**src/rtl/sprite_sched_pkg.sv**
```systemverilog
// Shared definitions for the sprite scheduler: state encodings, the default
// erase colour and helpers for addressing fields of the packed object buses.
package sprite_sched_pkg;

    typedef enum logic [2:0] {
        ST_LATCH = 3'd0,
        ST_PLOT  = 3'd1,
        ST_WAIT  = 3'd2,
        ST_ERASE = 3'd3,
        ST_MOVE  = 3'd4,
        ST_CHECK = 3'd5
    } state_e;

    localparam int BG_COLOUR_DEFAULT = 0;

    // Bit offset of object idx inside a packed bus of width-bit fields.
    function automatic int field_lsb(input int idx, input int width);
        return idx * width;
    endfunction

endpackage

```
**src/rtl/sprite_raster.sv**
```systemverilog
// Pixel walker for one sprite rectangle: px runs 0..w-1 (inner), py runs
// 0..h-1 (outer). A non-drawable sprite is walked as a single skip cycle.
module sprite_raster #(
    parameter int SZ_W = 6
) (
    input  logic            clock,
    input  logic            reset,
    input  logic            start,
    input  logic            step,
    input  logic            active,
    input  logic [SZ_W-1:0] w,
    input  logic [SZ_W-1:0] h,
    output logic [SZ_W-1:0] px,
    output logic [SZ_W-1:0] py,
    output logic            drawable,
    output logic            last
);

    logic [SZ_W-1:0] px_q, px_d;
    logic [SZ_W-1:0] py_q, py_d;

    assign drawable = active && (w != '0) && (h != '0);
    // A skipped sprite occupies exactly one cycle, so it is always its own last.
    assign last     = !drawable || ((px_q == w - SZ_W'(1)) && (py_q == h - SZ_W'(1)));
    assign px       = px_q;
    assign py       = py_q;

    // Next pixel position; counters return to zero after each sprite.
    always_comb begin
        // NOTE: every output gets a default first so no path leaves it unassigned (no latch).
        px_d = px_q;
        py_d = py_q;
        if (start) begin
            px_d = '0;
            py_d = '0;
        end else if (step) begin
            if (last) begin
                px_d = '0;
                py_d = '0;
            end else if (px_q == w - SZ_W'(1)) begin
                px_d = '0;
                py_d = py_q + SZ_W'(1);
            end else begin
                px_d = px_q + SZ_W'(1);
            end
        end
    end

    // Counter registers.
    always_ff @(posedge clock) begin
        // NOTE: state is updated with non-blocking assignments so all flops sample together.
        if (reset) begin
            px_q <= '0;
            py_q <= '0;
        end else begin
            px_q <= px_d;
            py_q <= py_d;
        end
    end

endmodule

```
**src/rtl/sprite_scheduler.sv**
```systemverilog
// Draw / erase / move / collide controller for NUM_OBJ rectangular sprites
// feeding the VGA adapter write port. Object 0 is the player.
// Optional: define SPRITE_SCHED_GAMEOVER_EN to make a collision latch a
// sticky gameover flag that freezes the loop in WAIT until reset.
module sprite_scheduler
    import sprite_sched_pkg::*;
#(
    parameter int NUM_OBJ   = 4,
    parameter int X_W       = 9,
    parameter int Y_W       = 8,
    parameter int SZ_W      = 6,
    parameter int COLOUR_W  = 3,
    parameter int BG_COLOUR = BG_COLOUR_DEFAULT
) (
    input  logic                         clock,
    input  logic                         reset,
    input  logic                         want_to_move,
    input  logic [NUM_OBJ*X_W-1:0]       obj_x,
    input  logic [NUM_OBJ*Y_W-1:0]       obj_y,
    input  logic [NUM_OBJ*SZ_W-1:0]      obj_w,
    input  logic [NUM_OBJ*SZ_W-1:0]      obj_h,
    input  logic [NUM_OBJ*COLOUR_W-1:0]  obj_colour,
    input  logic [NUM_OBJ-1:0]           obj_active,
    output logic                         plot,
    output logic [X_W-1:0]               x_out,
    output logic [Y_W-1:0]               y_out,
    output logic [COLOUR_W-1:0]          colour_out,
    output logic                         can_move,
    output logic [NUM_OBJ-1:0]           hit,
    output logic                         gameover,
    output logic [2:0]                   state,
    output logic [$clog2(NUM_OBJ)-1:0]   cur_obj
);

    localparam int OBJ_W = $clog2(NUM_OBJ);

    // Live object fields unpacked from the buses.
    logic [X_W-1:0]      live_x      [NUM_OBJ];
    logic [Y_W-1:0]      live_y      [NUM_OBJ];
    logic [SZ_W-1:0]     live_w      [NUM_OBJ];
    logic [SZ_W-1:0]     live_h      [NUM_OBJ];
    logic [COLOUR_W-1:0] live_colour [NUM_OBJ];

    for (genvar g = 0; g < NUM_OBJ; g++) begin : g_unpack
        assign live_x[g]      = obj_x[field_lsb(g, X_W) +: X_W];
        assign live_y[g]      = obj_y[field_lsb(g, Y_W) +: Y_W];
        assign live_w[g]      = obj_w[field_lsb(g, SZ_W) +: SZ_W];
        assign live_h[g]      = obj_h[field_lsb(g, SZ_W) +: SZ_W];
        assign live_colour[g] = obj_colour[field_lsb(g, COLOUR_W) +: COLOUR_W];
    end

    // Control state.
    state_e              state_q, state_d;
    logic [OBJ_W-1:0]    cur_obj_q, cur_obj_d;
    logic [NUM_OBJ-1:0]  hit_q, hit_d;
    logic                gameover_q, gameover_d;
    logic                can_move_q, can_move_d;

    // Shadow rectangles: what PLOT drew is exactly what ERASE removes.
    logic [X_W-1:0]      sx_q [NUM_OBJ], sx_d [NUM_OBJ];
    logic [Y_W-1:0]      sy_q [NUM_OBJ], sy_d [NUM_OBJ];
    logic [SZ_W-1:0]     sw_q [NUM_OBJ], sw_d [NUM_OBJ];
    logic [SZ_W-1:0]     sh_q [NUM_OBJ], sh_d [NUM_OBJ];
    logic [NUM_OBJ-1:0]  sact_q, sact_d;

    // Shared raster walker.
    logic            walking;
    logic [SZ_W-1:0] px, py;
    logic            drawable, last;

    assign walking = (state_q == ST_PLOT) || (state_q == ST_ERASE);

    sprite_raster #(.SZ_W(SZ_W)) u_raster (
        .clock    (clock),
        .reset    (reset),
        .start    (!walking),
        .step     (walking),
        .active   (sact_q[cur_obj_q]),
        .w        (sw_q[cur_obj_q]),
        .h        (sh_q[cur_obj_q]),
        .px       (px),
        .py       (py),
        .drawable (drawable),
        .last     (last)
    );

    // Pixel outputs; forced to zero when not plotting so reset shows zeros.
    assign plot       = walking && drawable;
    assign x_out      = plot ? sx_q[cur_obj_q] + X_W'(px) : '0;
    assign y_out      = plot ? sy_q[cur_obj_q] + Y_W'(py) : '0;
    assign colour_out = !plot ? '0
                      : (state_q == ST_ERASE) ? COLOUR_W'(BG_COLOUR)
                      : live_colour[cur_obj_q];

    // Collision of live object 0 against every other object; widened sums never wrap.
    logic [NUM_OBJ-1:0] overlap;
    logic               obj0_drawable;

    assign obj0_drawable = obj_active[0] && (live_w[0] != '0) && (live_h[0] != '0);
    assign overlap[0]    = 1'b0;

    for (genvar g = 1; g < NUM_OBJ; g++) begin : g_collide
        logic [X_W:0] x0, xi, x0_end, xi_end;
        logic [Y_W:0] y0, yi, y0_end, yi_end;
        logic         obji_drawable;

        assign x0     = {1'b0, live_x[0]};
        assign xi     = {1'b0, live_x[g]};
        assign y0     = {1'b0, live_y[0]};
        assign yi     = {1'b0, live_y[g]};
        assign x0_end = x0 + (X_W+1)'(live_w[0]);
        assign xi_end = xi + (X_W+1)'(live_w[g]);
        assign y0_end = y0 + (Y_W+1)'(live_h[0]);
        assign yi_end = yi + (Y_W+1)'(live_h[g]);

        assign obji_drawable = obj_active[g] && (live_w[g] != '0) && (live_h[g] != '0);
        assign overlap[g]    = obj0_drawable && obji_drawable &&
                               (x0 < xi_end) && (xi < x0_end) &&
                               (y0 < yi_end) && (yi < y0_end);
    end

    // Next-state and next-output logic of the frame sequencer.
    always_comb begin
        state_d    = state_q;
        cur_obj_d  = cur_obj_q;
        hit_d      = hit_q;
        gameover_d = gameover_q;
        can_move_d = 1'b0;
        sx_d       = sx_q;
        sy_d       = sy_q;
        sw_d       = sw_q;
        sh_d       = sh_q;
        sact_d     = sact_q;

        case (state_q)
            ST_LATCH: begin
                for (int i = 0; i < NUM_OBJ; i++) begin
                    sx_d[i] = live_x[i];
                    sy_d[i] = live_y[i];
                    sw_d[i] = live_w[i];
                    sh_d[i] = live_h[i];
                end
                sact_d    = obj_active;
                cur_obj_d = '0;
                state_d   = ST_PLOT;
            end
            ST_PLOT, ST_ERASE: begin
                if (last) begin
                    if (cur_obj_q == OBJ_W'(NUM_OBJ - 1)) begin
                        cur_obj_d = '0;
                        if (state_q == ST_PLOT) begin
                            state_d = ST_WAIT;
                        end else begin
                            state_d    = ST_MOVE;
                            can_move_d = 1'b1;
                        end
                    end else begin
                        cur_obj_d = cur_obj_q + OBJ_W'(1);
                    end
                end
            end
            ST_WAIT: begin
                if (want_to_move && !gameover_q) begin
                    state_d = ST_ERASE;
                end
            end
            ST_MOVE: begin
                state_d = ST_CHECK;
            end
            ST_CHECK: begin
                hit_d = overlap;
`ifdef SPRITE_SCHED_GAMEOVER_EN
                gameover_d = gameover_q || (overlap != '0);
`else
                gameover_d = 1'b0;
`endif
                state_d = ST_LATCH;
            end
            default: begin
                state_d = ST_LATCH;
            end
        endcase
    end

    // Sequencer registers with synchronous reset.
    always_ff @(posedge clock) begin
        if (reset) begin
            state_q    <= ST_LATCH;
            cur_obj_q  <= '0;
            hit_q      <= '0;
            gameover_q <= 1'b0;
            can_move_q <= 1'b0;
        end else begin
            state_q    <= state_d;
            cur_obj_q  <= cur_obj_d;
            hit_q      <= hit_d;
            gameover_q <= gameover_d;
            can_move_q <= can_move_d;
        end
    end

    // Shadow registers.
    always_ff @(posedge clock) begin
        // NOTE: shadows are not reset; LATCH always reloads them before PLOT reads them.
        sx_q   <= sx_d;
        sy_q   <= sy_d;
        sw_q   <= sw_d;
        sh_q   <= sh_d;
        sact_q <= sact_d;
    end

    assign state    = state_q;
    assign cur_obj  = cur_obj_q;
    assign hit      = hit_q;
    assign gameover = gameover_q;
    assign can_move = can_move_q;

endmodule
```
**config.mk**
```make
export PLATFORM = sky130hd
export DESIGN_NAME = sprite_scheduler
export DESIGN_NICKNAME = d
export VERILOG_FILES = /design/src/rtl/sprite_sched_pkg.sv /design/src/rtl/sprite_raster.sv /design/src/rtl/sprite_scheduler.sv
export SDC_FILE = /design/constraint.sdc
export NUM_CORES = 1
export LEC_CHECK = 0
export CAP_MARGIN = 20
export CORE_MARGIN = 2
export CORE_UTILIZATION = 50
export DETAILED_ROUTE_END_ITERATION = 10
export PLACE_DENSITY = 0.79
export SLEW_MARGIN = 40
export SYNTH_ARGS = -nofsm -noshare
export SYNTH_HDL_FRONTEND = slang
export SYNTH_SLANG_ARGS = --single-unit
export TNS_END_PERCENT = 20
```
**constraint.sdc**
```tcl
create_clock -name clock -period 22.8 [get_ports clock]
set_input_delay 3.42 -clock clock [delete_from_list [all_inputs] [get_ports clock]]
set_output_delay 3.42 -clock clock [all_outputs]
set_load 0.01 [all_outputs]
```
==> results.py <==
metrics = {
    "placed_design": {
        "pre_cts_slack_ns": 14.38,
        "port_buffers": 164,
        "post-dp-hpwl_um": 20790,
        "place.gp.congestion": 0.8697,
    },
    "cts": {
        "cts_tree": "built",
        "clock-root-buffer": "clkbuf_16",
        "cts_made_buffers": 17,
        "h-tree-depth": 4,
        "cts.repair.resized": 0,
        "postCtsSetupBuffers": 0,
        "clk_transition_reported_paths_ns": 0.05,
        "clk-insertion-delay-late_ns": 0.42,
        "cts_buffer_depth": 2,
        "hold_buffers": 0,
        "cts.sinks": 141,
    },
    "sta": {
        "tns_ns": 0,
        "tightest_slew_ns": 0.7156,
        "slew_headroom_pct": 52.29,
        "hold_viol_final": 0,
        "fin_crit_ns": 8.394,
        "fin_crit_sh_pct": 36.82,
        "setup_viol": 0,
        "setup_slack_ns": 14.41,
        "rsz0062_at_grt": "false",
        "fmax_mhz": 119.1,
        "drv_slew": 0,
        "fin_skew_ns": 0.007223,
    },
    "power": {
        "p_leak_nw": 5.172,
        "p_clk_share_pct": 34.8,
        "p_sw_share_pct": 27.67,
        "p_sw_uw": 241.1,
        "power_frac_comb_pct": 29.3,
        "ir_worst_vdd_mv": 0.04180,
        "internal_power_uw": 630.3,
        "pwr_density_cell_mw_per_mm2": 67.89,
        "seq_power_share_pct": 36.0,
    },
    "detailed_routing": {
        "drt_iter0_drc": 547,
        "route.vias.total": 7568,
        "drc_errors": 0,
        "routed_wirelength_um": 26430,
        "detail-route-antenna-nets": 0,
        "first_pass_iters": 5,
        "wl_per_cell_um": 19.99,
        "viasPerCell": 5.725,
    },
    "grt": {
        "antenna_found_initial": 2,
        "grt_max_degree": 67,
        "groute.usage.overall_pct": 25.26,
        "grt_pass1_vias": 7722,
        "overflow": 0,
        "grt_pass1_wl_um": 41950,
    },
    "layout": {
        "area_growth_syn_to_layout_pct": 25.49,
        "layout-drive-gt1-share_pct": 7.143,
        "ff_latch_area_mm2": 0.004026,
        "num-fill-cells": 1558,
        "final_nets": 1339,
        "multi_input_comb_area_mm2": 0.005971,
    },
    "synthesis": {
        "synthArstFlopShare_pct": 0,
        "synthCells": 863,
        "synth_area_leaders": "edfxtp_1, ha_1, mux4_2",
        "mappedNetlistArea_mm2": 0.01023,
        "synth.distinct_cells": 56,
        "synth-edff-count": 120,
        "synth.most_common_cell": "ha_1",
        "syn_area_per_cell_um2": 11.85,
        "yosysTopAreaCell": "edfxtp_1",
        "synth_seq_cells": 141,
        "ys_seq_area_share_pct": 39.34,
        "synth_top_flop_cell": "edfxtp_1",
        "netlist_top_cells_count": "ha_1, edfxtp_1, a21oi_1",
        "synth_top_area_share_pct": 35.23,
        "ys_warn_count": 0,
    },
    "critical_path": {
        "cp-start-kind": "input pin",
        "crit_path_end_kind": "output port",
        "required_ns": 19.38,
        "r2r-start": "cur_obj[0]",
        "r2r_slack_ns": 18.78,
        "crit_start": "obj_colour[3]",
        "worstPathArrival_ns": 4.97,
        "path_class": "in2out",
        "path_max_fanout": 1,
    },
    "floorplan": {
        "core_area_mm2": 0.02017,
        "initial_core_util_pct": 50.71,
        "dieHeight_um": 147.0,
        "num_rows": 52,
        "dieArea_mm2": 0.02162,
        "die_w_um": 147.0,
        "ios": 167,
    },
    "run": {
        "drv_cap": 0,
    },
    "hold_path": {
        "min_path_type": "reg2reg",
        "min_from": "hit[1]",
    },
    "run_status": {
        "status": "finished, final reports clean",
    },
}
critical path, cell delays in order:
cell and delay [ns]:
clkdlybuf4s50_1 0.44, mux4_2 0.46, nor3b_1 0.15, clkdlybuf4s50_1 0.50
stage by stage:
step | utilization [%] | hold slack, ns | std cells | power [mW] | instance area (um^2)
final | 63.64 | 0.4669 | 1322 | 0.8714 | 12840
after global routing | 63.64 | 0.5304 | 1322 | 0.9167 | 12840
after CTS | 63.60 | 0.4774 | 1320 | 0.8748 | 12830
after detailed placement | 60.38 | 0.4530 | 1288 | 0.5700 | 12180
after global placement | 60.38 | 0.4495 | 1288 | 0.5625 | 12180
after floorplan | - | 0.4554 | 864 | 0.4826 | 10230
logic make-up after synthesis:
group,count (synthesis),synth area share (%)
DFF,141,39.34
and+or+nand+nor,170,8.807
other,1,0.03666
buffers and inverters,60,2.373
muxes,34,7.621
adders and majority gates,167,21.16
AOI/OAI and AO/OA,203,13.21
xor gates and xnor gates,87,7.450
power by group through the flow:
stage               Clock [mW]  Sequential, mW  Combinational [mW]
detailed placement           0           0.319               0.251
global route             0.318           0.315               0.284
floorplan                    0           0.321               0.162
global placement             0           0.317               0.245
CTS                      0.306           0.314               0.255
finish                   0.303           0.313               0.255
cells in the final DEF, fill, tap and decap left out, drive strengths merged, types with 3 or more instances in the layout:
cell,n
nor4,8
nand3,10
xor2,42
mux4,33
o31a,3
bufinv,5
a211oi,9
nor2b,22
or2,5
nor3b,4
nor2,55
o211ai,4
buf,4
edfxtp,120
ha,157
a21o,37
inv,46
a31o,3
o21bai,17
nand2,11
xnor2,45
o2111ai,5
fa,10
o221ai,3
clkbuf,25
o31ai,3
clkdlybuf4s50,164
nand2b,18
o21ai,41
o22ai,3
a21oi,57
or4,5
dfxtp,21
and3,10
o21a,7
nor3,16
state kept, by name (all words and copies together), names as in the netlist:
name and count:
sx_q 36, sy_q 32, sh_q 24, sw_q 24, u_raster.px 6, u_raster.py 6
sact_q 4, hit 3, state 3, cur_obj 2, can_move 1
final cells by class:
| type | count | area share [%] |
|---|---|---|
| multi-input combinational | 663 | 46.52 |
| sequential | 141 | 31.37 |
| tap | 270 | 2.632 |
| inverter | 46 | 1.345 |
| antenna | 2 | 0.03899 |
| timing repair buffer | 168 | 13.05 |
| clock inverter | 7 | 1.267 |
| clock buffer | 25 | 3.782 |
path summary, 6_finish.rpt:
| check | end | cells past startpoint |
|---|---|---|
| setup / recovery | colour_out[0] | 4 |
| hold / removal | hit[1] | 2 |
| hold reg to reg | hit[1] | 2 |
| setup reg to reg | cur_obj[0] | 11 |
metal layers:
layer	part of all wire (%)	wire length, um	GRT usage [%]
met3	6.2	1630	4.565
met1	43	11430	34.08
met5	0	0	0
met4	2.2	575	7.788
met2	48	12790	41.92
No activity file was read; power rests on OpenSTA's default activity.
